## src/rtl/dbg_tx_arbiter_pkg.sv

```systemverilog
// Shared definitions for the debug-frame UART arbiter: FSM encodings, header nibble, requester IDs.
// DBG_TX_ARB_CHECKSUM_EN adds the TRAIL state (XOR checksum byte after the last data byte).
package dbg_tx_arbiter_pkg;

  localparam int ID_W = 3;
  localparam logic [3:0] HDR_NIB = 4'hA;

  localparam logic [ID_W-1:0] ID_WB   = 3'd0;
  localparam logic [ID_W-1:0] ID_ALU  = 3'd1;
  localparam logic [ID_W-1:0] ID_IF   = 3'd2;
  localparam logic [ID_W-1:0] ID_PCHL = 3'd3;

  typedef enum logic [2:0] {
    ST_IDLE  = 3'd0,
    ST_HDR   = 3'd1,
    ST_LOAD  = 3'd2,
    ST_BYTE  = 3'd3,
`ifdef DBG_TX_ARB_CHECKSUM_EN
    ST_TRAIL = 3'd5,
`endif
    ST_WAIT  = 3'd4
  } state_e;

  // Which kind of byte is in flight while the FSM sits in WAIT.
  typedef enum logic [1:0] {
    PH_HDR   = 2'd0,
    PH_DATA  = 2'd1,
    PH_TRAIL = 2'd2
  } phase_e;

  function automatic logic [7:0] hdr_byte(input logic [ID_W-1:0] id);
    return {HDR_NIB, 1'b0, id};
  endfunction

  function automatic logic [ID_W-1:0] rr_next(input logic [ID_W-1:0] id, input int n);
    logic [ID_W-1:0] nxt;
    if (int'(id) >= n - 1) nxt = '0;
    else nxt = id + 3'd1;
    return nxt;
  endfunction

endpackage

```

## src/rtl/dbg_tx_arbiter_rr_pick.sv

```systemverilog
// Combinational round-robin picker: one-hot grant of the first request at/after ptr_i, wrapping.
module dbg_tx_arbiter_rr_pick
  import dbg_tx_arbiter_pkg::*;
#(
  parameter int NREQ = 4
) (
  input  logic [NREQ-1:0] req_i,
  input  logic [ID_W-1:0] ptr_i,
  output logic [NREQ-1:0] gnt_o,
  output logic [ID_W-1:0] id_o,
  output logic            valid_o
);

  int   idx_s;
  logic hit_s;

  // Scan NREQ positions starting at the pointer; the first hit wins.
  always_comb begin
    gnt_o   = '0;
    id_o    = '0;
    valid_o = 1'b0;
    idx_s   = 0;
    hit_s   = 1'b0;
    for (int i = 0; i < NREQ; i++) begin
      idx_s = (int'(ptr_i) + i >= NREQ) ? int'(ptr_i) + i - NREQ : int'(ptr_i) + i;
      for (int j = 0; j < NREQ; j++) begin
        hit_s    = !valid_o && (idx_s == j) && req_i[j];
        gnt_o[j] = gnt_o[j] | hit_s;
        id_o     = hit_s ? ID_W'(j) : id_o;
        valid_o  = valid_o | hit_s;
      end
    end
  end

endmodule

```

## src/rtl/dbg_tx_arbiter.sv

```systemverilog
// Round-robin arbiter sharing one UART byte transmitter among NREQ debug-frame requesters.
// Optional DBG_TX_ARB_CHECKSUM_EN appends an XOR checksum byte to each completed frame.
module dbg_tx_arbiter
  import dbg_tx_arbiter_pkg::*;
#(
  parameter int NREQ      = 4,
  parameter int MAX_WORDS = 8
) (
  input  logic               clk,
  input  logic               resetn,
  input  logic               en_i,
  input  logic [NREQ-1:0]    req_i,
  input  logic [32*NREQ-1:0] word_i,
  input  logic [NREQ-1:0]    last_i,
  output logic [NREQ-1:0]    word_ack_o,
  output logic [NREQ-1:0]    gnt_o,
  output logic [7:0]         tx_data_o,
  output logic               tx_start_o,
  input  logic               tx_busy_i,
  input  logic               tx_done_i,
  output logic               ovf_o,
  output logic               abort_o
);

  localparam int WC_W = $clog2(MAX_WORDS + 1);

  state_e            state_q, state_d;
  phase_e            phase_q, phase_d;
  logic [ID_W-1:0]   id_q, id_d, ptr_q, ptr_d;
  logic [2:0]        bcnt_q, bcnt_d;
  logic [WC_W-1:0]   wcnt_q, wcnt_d;
  logic              last_q, last_d;
  logic [31:0]       shift_q, shift_d;
  logic [NREQ-1:0]   gnt_q, gnt_d, ack_q, ack_d;
  logic [7:0]        tx_data_q, tx_data_d;
  logic              tx_start_q, tx_start_d;
  logic              ovf_q, ovf_d, abort_q, abort_d;
`ifdef DBG_TX_ARB_CHECKSUM_EN
  logic [7:0]        csum_q, csum_d;
`endif

  logic [NREQ-1:0]   pick_gnt_s;
  logic [ID_W-1:0]   pick_id_s;
  logic              pick_valid_s;
  logic [31:0]       word_sel_s;
  logic              req_sel_s, last_sel_s, rel_s;

  dbg_tx_arbiter_rr_pick #(.NREQ(NREQ)) u_rr_pick (
    .req_i   (req_i),
    .ptr_i   (ptr_q),
    .gnt_o   (pick_gnt_s),
    .id_o    (pick_id_s),
    .valid_o (pick_valid_s)
  );

  // Mux out the granted requester's word, request and last flag.
  always_comb begin
    word_sel_s = '0;
    req_sel_s  = 1'b0;
    last_sel_s = 1'b0;
    for (int k = 0; k < NREQ; k++) begin
      word_sel_s = (id_q == ID_W'(k)) ? word_i[32*k +: 32] : word_sel_s;
      req_sel_s  = (id_q == ID_W'(k)) ? req_i[k]  : req_sel_s;
      last_sel_s = (id_q == ID_W'(k)) ? last_i[k] : last_sel_s;
    end
  end

  // Frame sequencing; at most one byte outstanding at the UART.
  always_comb begin
    state_d    = state_q;
    phase_d    = phase_q;
    id_d       = id_q;
    ptr_d      = ptr_q;
    bcnt_d     = bcnt_q;
    wcnt_d     = wcnt_q;
    last_d     = last_q;
    shift_d    = shift_q;
    gnt_d      = gnt_q;
    tx_data_d  = tx_data_q;
    tx_start_d = 1'b0;
    ack_d      = '0;
    ovf_d      = ovf_q;
    abort_d    = abort_q;
    rel_s      = 1'b0;
`ifdef DBG_TX_ARB_CHECKSUM_EN
    csum_d     = csum_q;
`endif
    case (state_q)
      ST_IDLE: begin
        if (en_i && pick_valid_s) begin
          state_d = ST_HDR;
          gnt_d   = pick_gnt_s;
          id_d    = pick_id_s;
          phase_d = PH_HDR;
          wcnt_d  = '0;
        end else begin
          state_d = ST_IDLE;
        end
      end
      ST_HDR: begin
        if (!tx_busy_i) begin
          tx_data_d  = hdr_byte(id_q);
          tx_start_d = 1'b1;
          state_d    = ST_WAIT;
`ifdef DBG_TX_ARB_CHECKSUM_EN
          csum_d     = hdr_byte(id_q);
`endif
        end else begin
          state_d = ST_HDR;
        end
      end
      ST_LOAD: begin
        if (req_sel_s) begin
          shift_d = word_sel_s;
          ack_d   = gnt_q;
          bcnt_d  = 3'd4;
          wcnt_d  = wcnt_q + WC_W'(1);
          phase_d = PH_DATA;
          state_d = ST_BYTE;
          // The MAX_WORDS-th word always ends the frame; flag it if the requester disagreed.
          if (last_sel_s) begin
            last_d = 1'b1;
          end else if (wcnt_q == WC_W'(MAX_WORDS - 1)) begin
            last_d = 1'b1;
            ovf_d  = 1'b1;
          end else begin
            last_d = 1'b0;
          end
        end else begin
          abort_d = 1'b1;
          rel_s   = 1'b1;
        end
      end
      ST_BYTE: begin
        if (!tx_busy_i) begin
          tx_data_d  = shift_q[31:24];
          tx_start_d = 1'b1;
          shift_d    = {shift_q[23:0], 8'h00};
          bcnt_d     = bcnt_q - 3'd1;
          state_d    = ST_WAIT;
`ifdef DBG_TX_ARB_CHECKSUM_EN
          csum_d     = csum_q ^ shift_q[31:24];
`endif
        end else begin
          state_d = ST_BYTE;
        end
      end
      ST_WAIT: begin
        if (!tx_done_i) begin
          state_d = ST_WAIT;
        end else if (phase_q == PH_HDR) begin
          state_d = ST_LOAD;
        end else if (phase_q == PH_TRAIL) begin
          rel_s = 1'b1;
        end else if (bcnt_q != 3'd0) begin
          state_d = ST_BYTE;
        end else if (!last_q) begin
          state_d = ST_LOAD;
        end else begin
`ifdef DBG_TX_ARB_CHECKSUM_EN
          state_d = ST_TRAIL;
`else
          rel_s = 1'b1;
`endif
        end
      end
`ifdef DBG_TX_ARB_CHECKSUM_EN
      ST_TRAIL: begin
        if (!tx_busy_i) begin
          tx_data_d  = csum_q;
          tx_start_d = 1'b1;
          phase_d    = PH_TRAIL;
          state_d    = ST_WAIT;
        end else begin
          state_d = ST_TRAIL;
        end
      end
`endif
      default: begin
        state_d = ST_IDLE;
        gnt_d   = '0;
      end
    endcase
    // Release always passes through IDLE, so frames are separated by at least one idle cycle.
    if (rel_s) begin
      gnt_d   = '0;
      ptr_d   = rr_next(id_q, NREQ);
      state_d = ST_IDLE;
    end else begin
      ptr_d = ptr_d;
    end
  end

  // State and output registers.
  always_ff @(posedge clk or posedge resetn) begin
    if (resetn) begin
      state_q    <= ST_IDLE;
      phase_q    <= PH_HDR;
      id_q       <= '0;
      ptr_q      <= '0;
      bcnt_q     <= 3'd0;
      wcnt_q     <= '0;
      last_q     <= 1'b0;
      shift_q    <= 32'h0;
      gnt_q      <= '0;
      tx_data_q  <= 8'h00;
      tx_start_q <= 1'b0;
      ack_q      <= '0;
      ovf_q      <= 1'b0;
      abort_q    <= 1'b0;
`ifdef DBG_TX_ARB_CHECKSUM_EN
      csum_q     <= 8'h00;
`endif
    end else begin
      state_q    <= state_d;
      phase_q    <= phase_d;
      id_q       <= id_d;
      ptr_q      <= ptr_d;
      bcnt_q     <= bcnt_d;
      wcnt_q     <= wcnt_d;
      last_q     <= last_d;
      shift_q    <= shift_d;
      gnt_q      <= gnt_d;
      tx_data_q  <= tx_data_d;
      tx_start_q <= tx_start_d;
      ack_q      <= ack_d;
      ovf_q      <= ovf_d;
      abort_q    <= abort_d;
`ifdef DBG_TX_ARB_CHECKSUM_EN
      csum_q     <= csum_d;
`endif
    end
  end

  assign word_ack_o = ack_q;
  assign gnt_o      = gnt_q;
  assign tx_data_o  = tx_data_q;
  assign tx_start_o = tx_start_q;
  assign ovf_o      = ovf_q;
  assign abort_o    = abort_q;

endmodule

```

## config.mk

```make
export PLATFORM = sky130hd
export DESIGN_NAME = dbg_tx_arbiter
export DESIGN_NICKNAME = d
export VERILOG_FILES = /design/src/rtl/dbg_tx_arbiter_pkg.sv /design/src/rtl/dbg_tx_arbiter_rr_pick.sv /design/src/rtl/dbg_tx_arbiter.sv
export SDC_FILE = /design/constraint.sdc
export NUM_CORES = 1
export LEC_CHECK = 0
export BUFFER_PORTS_ARGS = -buffer_cell sky130_fd_sc_hd__buf_2
export CAP_MARGIN = 20
export CELL_PAD_IN_SITES_DETAIL_PLACEMENT = 1
export CELL_PAD_IN_SITES_GLOBAL_PLACEMENT = 1
export CORE_ASPECT_RATIO = 0.75
export CORE_MARGIN = 2
export CORE_UTILIZATION = 40
export DETAILED_ROUTE_END_ITERATION = 10
export PLACE_DENSITY = 0.95
export RECOVER_POWER = 25
export SLEW_MARGIN = 20
export SYNTH_ARGS = -nofsm -noshare
export SYNTH_HDL_FRONTEND = slang
export SYNTH_SLANG_ARGS = --single-unit
```

## constraint.sdc

```tcl
create_clock -name clk -period 4.39 [get_ports clk]
set_input_delay 0.6585 -clock clk [delete_from_list [all_inputs] [get_ports clk]]
set_output_delay 0.6585 -clock clk [all_outputs]
set_load 0.02 [all_outputs]
```

# After elaboration in Yosys (flattened, before gate mapping)
# Cells that the tools add are included.
[word_totals]
reg_bits = 70
in_bits = 141
[classes]
n_addsub = 10
n_lt_le_gt_ge = 5
n_eq_ne = 30
muxes = 74
n_bitwise = 29
n_reduce_logical = 69
[ops]
columns = ["operator", "n"]
rows = [
  ["$mux 32", 10],
  ["$eq 32x3->1 const B", 8],
  ["$eq 32x2->1 const B", 4],
  ["$logic_not 32->1", 4],
  ["$ge 32x4->1 const B", 3],
  ["$sub 32x4->32 const B", 3],
  ["$mux 3", 26],
  ["$pmux 32 s2", 1],
  ["$logic_and 1x1->1", 32],
  ["$or 1x1->1", 27],
  ["$mux 4", 6],
  ["$mux 1", 20],
  ["$mux 8", 2],
  ["$pmux 4 s2", 2],
  ["$pmux 8 s2", 1],
  ["$logic_not 1->1", 15],
  ["$pmux 3 s5", 1],
  ["$eq 3x2->1 const B", 4],
  ["$reduce_and 3->1", 4],
  ["$add 3x2->4 const B", 2],
  ["$ne 2x2->1 const B", 4],
  ["$reduce_and 2->1", 4],
  ["$eq 3x1->1 const B", 2],
  ["$logic_not 3->1", 2],
  ["25 further kinds", 30],
]

# Longest topological paths before layout
# Gate-level depths: netlist of the first run.
[logic_depth]
ltp_word = 68
depth_mapped = 9
ltp_nobuf = 6

# Cells and area by module
# From an unflattened synthesis of the first run, not the netlist that was laid out.
[unflattened]
hier_cells = 535
hier_area_um2 = 4874.7
[modules_own_cells]
columns = ["module", "n_inst", "cells_each", "area_each_um2", "seq_area_each_um2"]
rows = [
  ["dbg_tx_arbiter", 1, 492, 4593.2, 1726.7],
  ["dbg_tx_arbiter_rr_pick", 1, 43, 281.5, 0.0],
]

# Worst setup path before layout of the first run
# No wires, ideal clock.
[synth_timing]
path_kind = "register -> register"
start = "register id_q[0]"
end = "register shift_q[14]"
setup_ns = 0.125
t_arrival_ns = 1.934
required_time_ns = 4.265
setup_slack_ns = 2.331
path_stages_with_launch = 9
path_buffers = 3
synth_period_minus_slack_ns = 2.059
cell_sequence = "dfrtp_1 > ha_1 > buf_6 > nor4b_4 > nand4_4 > and3_1 > buf_6 > buf_6 > mux2_4"
[synth_between]
elab_chain_len = 7
[synth_rtl]
columns = ["element", "line_no", "rtl"]
rows = [
  ["start: declaration", "dbg_tx_arbiter.sv:29", "logic [ID_W-1:0] id_q, id_d, ptr_q, ptr_d;"],
  ["start signal: assignment", "dbg_tx_arbiter.sv:217", "id_q <= id_d;"],
  ["$logic_not 3->1", "dbg_tx_arbiter.sv:62, dbg_tx_arbiter.sv:63", ""],
  ["$mux 32 / $mux 1 (equally long branches) (4 in a row)", "dbg_tx_arbiter.sv:62, dbg_tx_arbiter.sv:63", ""],
  ["$mux 32 / $ne 2x2->1 (equally long branches)", "--", ""],
  ["$pmux 32 s2 / $reduce_and 3->1 (equally long branches)", "--", ""],
  ["end signal: assignment", "dbg_tx_arbiter.sv:222", "shift_q <= shift_d;"],
  ["end: declaration", "dbg_tx_arbiter.sv:33", "logic [31:0] shift_q, shift_d;"],
]
# Several ways; a longest one is shown, not always the timed one. The select of a mux whose other input is x is not followed.
# A chain may end at the register's enable or synchronous reset.

# Worst setup path in the final report of the first run
[layout_timing]
start = "register id_q[0]"
end = "register shift_q[24]"
# The elaborated chain is that of the path after synthesis.

==> results by group, run 1 <==
Run status
  • Result of the run: finished clean

Setup path
  • Crit Path Category: reg -> reg
  • Nature of the critical path endpoint: flop
  • R2R cell count: 7
  • CP Data Required Time: roughly 4600 ps
  • Worst endpoint data arrival time: around 3300 ps
  • Slowest CP cell: sky130_fd_sc_hd__ha_1
  • Count of buffer and inverter cells on the critical path: 2
  • Chain of cells forming the critical path: inv_1 > ha_1 > nand4bb_1 > nand4_4 > and3_1 > buf_4 > mux2_2
  • Largest incremental delay on the critical path: 940 ps
  • Critical Path Start Type: flop
  • Crit path max fanout: 26
  • Logic depth of the worst path, buffers included: 7
  • Category of cells accounting for the largest share of critical-path delay: adder cells

Synth
  • Post-synth EDFFs: 0
  • Post-synthesis async set-or-reset flop share: 1.00
  • Flip-flop and latch count after synthesis: 67
  • Main synth FF type: sky130_fd_sc_hd__dfrtp_1
  • Proportion of synthesized chip area in sequential cells: 0.375
  • Total of warnings raised by yosys: 0
  • Post-synthesis net count: around 650
  • Average cell area after synthesis: 8.88 um2
  • Mapped Cells: 503
  • Mapped cell area: 4470 um2
  • Unique masters post-synth: 58

Route
  • Total number of vias: around 4600
  • Wire length reported by the detailed router: ~17 mm
  • Antenna-violating nets left: 0
  • Vias per cell: 5.93
  • Wire length per cell after detailed routing: 21.2 um
  • First-pass DRT Iterations: 5
  • 1st-iter DRT viols: between 300 and 400
  • DRC violation count after routing: 0

Timing
  • Setup repair after global routing missed its margin: false
  • Top achievable clock speed: 326 MHz
  • Minimum hold slack: about 470 ps
  • Final total negative setup slack: 0 ps
  • Final hold violation count: 0
  • Final cycle utilization of the critical path: 0.699
  • Slew of the pin with the lowest slew margin: around 1400 ps
  • Worst setup margin: 1320 ps
  • Max Transition Viols Final: 0
  • Slew Limit Headroom: 0.0657
  • Maximum clock skew at final layout: around 9 ps
  • Number of endpoints failing setup at the final stage: 0
  • Post-route minimum period: around 3100 ps

GRT
  • Vias in the first global route: roughly 5000
  • Global-route wire length before repair: between 20 and 30 mm
  • Residual overflow from global routing: 0
  • Pin count of the biggest net entering global routing: slightly above 60
  • Antenna violations before repair: 2
  • Total GRT Usage: 0.283

Place
  • Worst setup timing slack at the placement stage: approximately 1400 ps
  • Post-Place Cells: around 760
  • RePlAce Congestion: 0.859
  • HPWL Detailed: approximately 12 mm
  • Number of port buffers: roughly 160

Floorplanning
  • Total Die Area: 12000 um2
  • Initial standard-cell utilization of the core: 0.410
  • Die outline width: about 130 um
  • Placement row count: 33
  • Die height: between 90 and 100 um
  • I/O Pins: 160
  • Floorplan Core Area: around 11000 um2

Clocking
  • Clock buffer depth: 2
  • Cts bufs inserted: 9
  • Number of levels in the clock H-tree: 3
  • Clock tree from TritonCTS: built
  • Buffer type at the clock tree root: sky130_fd_sc_hd__clkbuf_16
  • Clock slew seen by the registers of the worst setup and hold paths: ~60 ps
  • # Post-CTS Setup Buffers: 0
  • Num Clock Sinks: 67
  • Post-CTS Hold Buffers: 0
  • Clock latency on the worst-skew pair: around 340 ps
  • Number of cells upsized or downsized after cts: 0

Layout
  • Layout Utilization: 0.511
  • Post-layout instance count excluding filler cells: slightly below 800
  • Area growth, synth to finish: 24.7%
  • Fraction of layout instances using a drive strength above 1: 0.341
  • Final layout net count: just under 800

Run
  • Max-cap violations: 0

Pwr
  • Static power due to leakage: between 2 and 3 nW
  • Power per standard cell area: 694 nW/um2
  • Highest ir drop seen on vdd: ~0.28 mV

Hold path
  • Hold/Removal Path Class: reg -> reg
  • Number of stages on the worst hold path: 2
==> area by class of cell <==
class | instances | area [um2]
clock buffers | 11 | 243
fillers | 1332 | 5330
well taps | 140 | 175
multi-input cells | 355 | 2450
repair buffers | 164 | 831
clock inverters | 5 | 52.6
diodes | 2 | 5.00
flip-flops and latches | 67 | 1680
inverters | 37 | 139
==> synth_stat cells, types with 5 or more instances <==
cell | n | area [um2]
sky130_fd_sc_hd__a21oi_1 | 29 | 145
sky130_fd_sc_hd__a221o_1 | 24 | 240
sky130_fd_sc_hd__ha_1 | 7 | 87.6
sky130_fd_sc_hd__nand2b_1 | 6 | 37.5
sky130_fd_sc_hd__nand2_1 | 56 | 210
sky130_fd_sc_hd__mux2_4 | 19 | 285
sky130_fd_sc_hd__inv_1 | 37 | 139
sky130_fd_sc_hd__a31oi_1 | 25 | 156
sky130_fd_sc_hd__buf_2 | 11 | 55.1
sky130_fd_sc_hd__o31ai_1 | 12 | 90.1
sky130_fd_sc_hd__mux2_2 | 5 | 56.3
sky130_fd_sc_hd__nor2_1 | 47 | 176
sky130_fd_sc_hd__clkbuf_1 | 26 | 97.6
sky130_fd_sc_hd__dfrtp_1 | 67 | 1680
sky130_fd_sc_hd__or2_2 | 5 | 31.3
sky130_fd_sc_hd__nor2b_1 | 8 | 50.1
sky130_fd_sc_hd__a221oi_1 | 10 | 87.6
sky130_fd_sc_hd__a22o_1 | 7 | 61.3
sky130_fd_sc_hd__nand3b_1 | 24 | 180
sky130_fd_sc_hd__o21ai_0 | 17 | 85.1
==> registers in the layout, indices dropped and copies added, names as in the netlist, 2 cells and up <==
name	flops
bcnt_q	3
state_q	3
gnt_o	4
shift_q	32
wcnt_q	4
word_ack_o	4
id_q	2
tx_data_o	8
ptr_q	2
==> through the flow <==
| step | total power, mW | cell area, um2 |
|---|---|---|
| floorplan | 2.53 | 4470 |
| global placement | 2.92 | 5270 |
| detailed placement | 3.07 | 5270 |
| CTS | 3.85 | 5570 |
| global route | 4.11 | 5570 |
| finish | 3.87 | 5570 |
==> kinds of logic after synthesis <==
logic type	after synthesis	synth area share
buffers and inverters	81	0.0781
AOI/OAI and AO/OA	150	0.244
xor gates and xnor gates	1	0.00196
muxes	26	0.0809
DFF	67	0.375
and+or+nand+nor	171	0.200
adders and majority gates	7	0.0196
==> worst reg2reg max path: cells and delay by family (launching register included) <==
family,cells,cell delay [ps]
adders and majority gates,1,940
and+or+nand+nor,3,660
buffers and inverters,2,500
DFF,1,450
muxes,1,410
==> metal layers <==
layer / GRT usage / up-vias / share of wire
li1: - / 2083 / -
met1: 0.336 / 2306 / 0.41
met2: 0.490 / 191 / 0.49
met3: 0.0544 / 50 / 0.055
met4: 0.153 / 0 / 0.041
met5: 0 / - / 0
==> layout by cell type, fill, tap and decap left out, types with 3 or more instances in the layout <==
master	Yosys	routed
sky130_fd_sc_hd__mux2_2	5	5
sky130_fd_sc_hd__buf_4	0	5
sky130_fd_sc_hd__o31ai_1	12	12
sky130_fd_sc_hd__a211oi_1	3	3
sky130_fd_sc_hd__ha_2	0	3
sky130_fd_sc_hd__clkinv_2	0	3
sky130_fd_sc_hd__mux2_4	19	19
sky130_fd_sc_hd__nand4_1	3	3
sky130_fd_sc_hd__nor2_1	47	47
sky130_fd_sc_hd__nand2b_1	6	6
sky130_fd_sc_hd__dfrtp_1	67	67
sky130_fd_sc_hd__a31oi_1	25	25
sky130_fd_sc_hd__nand2_1	56	56
sky130_fd_sc_hd__a22o_1	7	7
sky130_fd_sc_hd__and3_1	3	3
sky130_fd_sc_hd__a221o_1	24	24
sky130_fd_sc_hd__a221oi_1	10	10
sky130_fd_sc_hd__buf_2	11	157
sky130_fd_sc_hd__clkbuf_16	0	9
sky130_fd_sc_hd__or2_2	5	5
sky130_fd_sc_hd__nor2b_1	8	8
sky130_fd_sc_hd__a21oi_1	29	29
sky130_fd_sc_hd__o21ai_0	17	17
sky130_fd_sc_hd__and2_1	4	4
sky130_fd_sc_hd__o21a_1	3	3
sky130_fd_sc_hd__inv_1	37	37
sky130_fd_sc_hd__nand3b_1	24	24
sky130_fd_sc_hd__a31o_2	3	3
sky130_fd_sc_hd__clkbuf_1	26	3
sky130_fd_sc_hd__ha_1	7	4
sky130_fd_sc_hd__nand3_1	3	3
==> where the power goes <==
part	switching (mW)	total, mW	leakage [nW]	internal (mW)
sequential	0.242	1.07	0.861	0.829
clock	0.275	0.727	0.145	0.452
combinational	1.19	2.07	1.66	0.881
==> worst paths after layout <==
path                              startpoint  slack, ps           end
worst max register to register       id_q[0]       1320   shift_q[24]
max in group asynchronous             resetn       2520     wcnt_q[3]
min in group asynchronous             resetn        720   shift_q[16]
worst min-delay path            tx_data_o[2]        470  tx_data_o[2]
worst max-delay path                 id_q[0]       1320   shift_q[24]
worst min register to register  tx_data_o[2]        470  tx_data_o[2]
(Power assumes the default switching activity.)
==> run 2, diff against run 1 <==
CORE_UTILIZATION = 33   (was 40)
PLACE_DENSITY = 0.85   (was 0.95)
clock period = 2.7 ns   (was 4.39 ns; I/O delays follow)
==> run 2 against run 1 <==
Compared with the run above: sequential cell count stayed put; critical path type unchanged; critical path depth is 1 lower; routed wire length is 8.0% lower; global-route usage is 6.6 points lower; maximum frequency is 24% higher; via count is 3.6% lower; final cell count is 4.4% higher; clock power is 66% higher; highest routed layer unchanged; final area is 1.8% higher.
==> results by group, run 2 (synthesized netlist as in run 1, its figures left out) <==
Clocking
  • Num Clock Sinks: 67
  • Post-CTS Hold Buffers: 0
  • Clock latency on the worst-skew pair: approximately 340 ps
  • # Post-CTS Setup Buffers: 0
  • Clock tree from TritonCTS: built
  • Cts bufs inserted: 9
  • Buffer type at the clock tree root: sky130_fd_sc_hd__clkbuf_16
  • Clock buffer depth: 2
  • Number of levels in the clock H-tree: 3
  • Clock slew seen by the registers of the worst setup and hold paths: roughly 60 ps
  • Number of cells upsized or downsized after cts: 0

Layout
  • Layout Utilization: 0.433
  • Register ranked first by flip-flop count: shift_q
  • Leading cell types in the layout, fill and taps excluded: sky130_fd_sc_hd__buf_2, sky130_fd_sc_hd__dfrtp_1, sky130_fd_sc_hd__nand2_1
  • Post-layout instance count excluding filler cells: slightly above 800
  • Most common cell after layout, fill and taps aside: sky130_fd_sc_hd__buf_2
  • Final antenna diode count: 0
  • Fraction of layout instances using a drive strength above 1: 0.348
  • Max reg flops: 32
  • Final layout net count: ~790
  • Final non-filler cell area: 5670 um2
  • Area growth, synth to finish: 26.9%

Floorplanning
  • Total Die Area: between 10000 and 15000 um2
  • I/O Pins: between 150 and 200
  • Die outline width: roughly 140 um
  • Initial standard-cell utilization of the core: 0.341
  • Floorplan Core Area: about 13000 um2
  • Die height: between 100 and 150 um
  • Placement row count: 36

Route
  • Wire length per cell after detailed routing: about 19 um
  • DRC violation count after routing: 0
  • Total number of vias: 4464
  • Antenna-violating nets left: 0
  • First-pass DRT Iterations: 4
  • 1st-iter DRT viols: roughly 210
  • Vias per cell: ~5.5
  • Wire length reported by the detailed router: roughly 15 mm

Timing
  • Minimum hold slack: ~160 ps
  • Maximum clock skew at final layout: 7.32 ps
  • Slew of the pin with the lowest slew margin: 1450 ps
  • Final hold violation count: 0
  • Number of endpoints failing setup at the final stage: 0
  • Max Transition Viols Final: 0
  • Post-route minimum period: approximately 2500 ps
  • Final total negative setup slack: 0 ps
  • Setup repair after global routing missed its margin: false
  • Slew Limit Headroom: 0.0354
  • Final cycle utilization of the critical path: 0.918
  • Top achievable clock speed: about 400 MHz

GRT
  • Pin count of the biggest net entering global routing: between 60 and 70
  • Total GRT Usage: 0.216
  • Global-route wire length before repair: roughly 25 mm
  • Residual overflow from global routing: 0
  • Vias in the first global route: 4796
  • Antenna violations before repair: 0

Place
  • Area post-placement: approximately 5400 um2
  • HPWL Detailed: 11.7 mm
  • Number of port buffers: between 150 and 200
  • Post-Place Cells: 799
  • RePlAce Congestion: between 0.8 and 0.9

Setup path
  • Largest incremental delay on the critical path: roughly 660 ps
  • Count of buffer and inverter cells on the critical path: 1
  • Chain of cells forming the critical path: inv_1 > ha_1 > nor2b_1 > a221oi_1 > o31ai_1 > a221o_1
  • CP Data Required Time: about 3000 ps
  • Worst endpoint data arrival time: between 2000 and 3000 ps
  • Slowest CP cell: sky130_fd_sc_hd__nor2b_1
  • Category of cells accounting for the largest share of critical-path delay: compound AO/OA/AOI/OAI gates
  • Critical Path Start Type: flop
  • Crit path max fanout: 10
  • Nature of the critical path endpoint: flop
  • Crit Path Category: reg -> reg

Pwr
  • Gate power share: 0.529
  • Static power due to leakage: approximately 2.7 nW
  • Clock group share of total power: 0.194
  • Highest ir drop seen on vdd: 0.502 mV
  • Portion of total power attributed to sequential cells: 0.277
  • Power per standard cell area: 1100 nW/um2
  • Switching share of total power: 0.425
  • Sw power: 2.66 mW
  • Internal power contribution: around 3.6 mW

Hold path
  • Hold/Removal Path Class: in -> async

Run
  • Max-cap violations: 0

Run status
  • Result of the run: finished clean
-- run 2: changes by cell type in the layout (fill, tap and decap cells not counted), sizes merged --
| cell | delta |
|---|---|
| clkinv | -2 |
| buf | +5 |
| diode | -2 |
| clkinvlp | +2 |
-- run 2: worst paths after layout --
check / from / to / slack, ps / cells past startpoint
max in group asynchronous: resetn / wcnt_q[3] / 780 / 3
setup / recovery: id_q[0] / shift_q[29] / 220 / 6
setup reg to reg: id_q[0] / shift_q[29] / 220 / 6
hold / removal: resetn / shift_q[23] / 160 / 2
hold reg to reg: tx_data_o[2] / tx_data_o[2] / 490 / 2
min in group clk: tx_done_i / state_q[2] / 320 / 2
-- run 2: routing by layer --
metal | wire (um) | global-route usage
met5 | 0 | 0
met4 | 223 | 0.0590
met3 | 710 | 0.0458
met2 | 7370 | 0.366
met1 | 6920 | 0.282
-- run 2: cell type report --
cell class	instances	area, um2
Fill cell	1562	7440
Sequential cell	67	1680
Timing Repair Buffer	169	876
Inverter	37	139
Multi-Input combinational cell	355	2450
Clock buffer	11	253
Clock inverter	5	61.3
Tap cell	171	214
-- run 2: stage by stage --
stage,total power [mW],setup WS [ps]
floorplan,4.12,612
global placement,4.83,378
detailed placement,5.02,236
CTS,6.27,239
global route,6.71,47.3
finish,6.25,222
-- run 2: power by group through the flow --
stage                     clock network (mW)  logic (mW)  registers, mW
after floorplan                            0        2.51           1.61
after global placement                     0        3.13           1.70
after detailed placement                   0        3.29           1.72
after CTS                               1.24        3.31           1.72
after global routing                    1.29        3.64           1.78
final                                   1.21        3.31           1.73
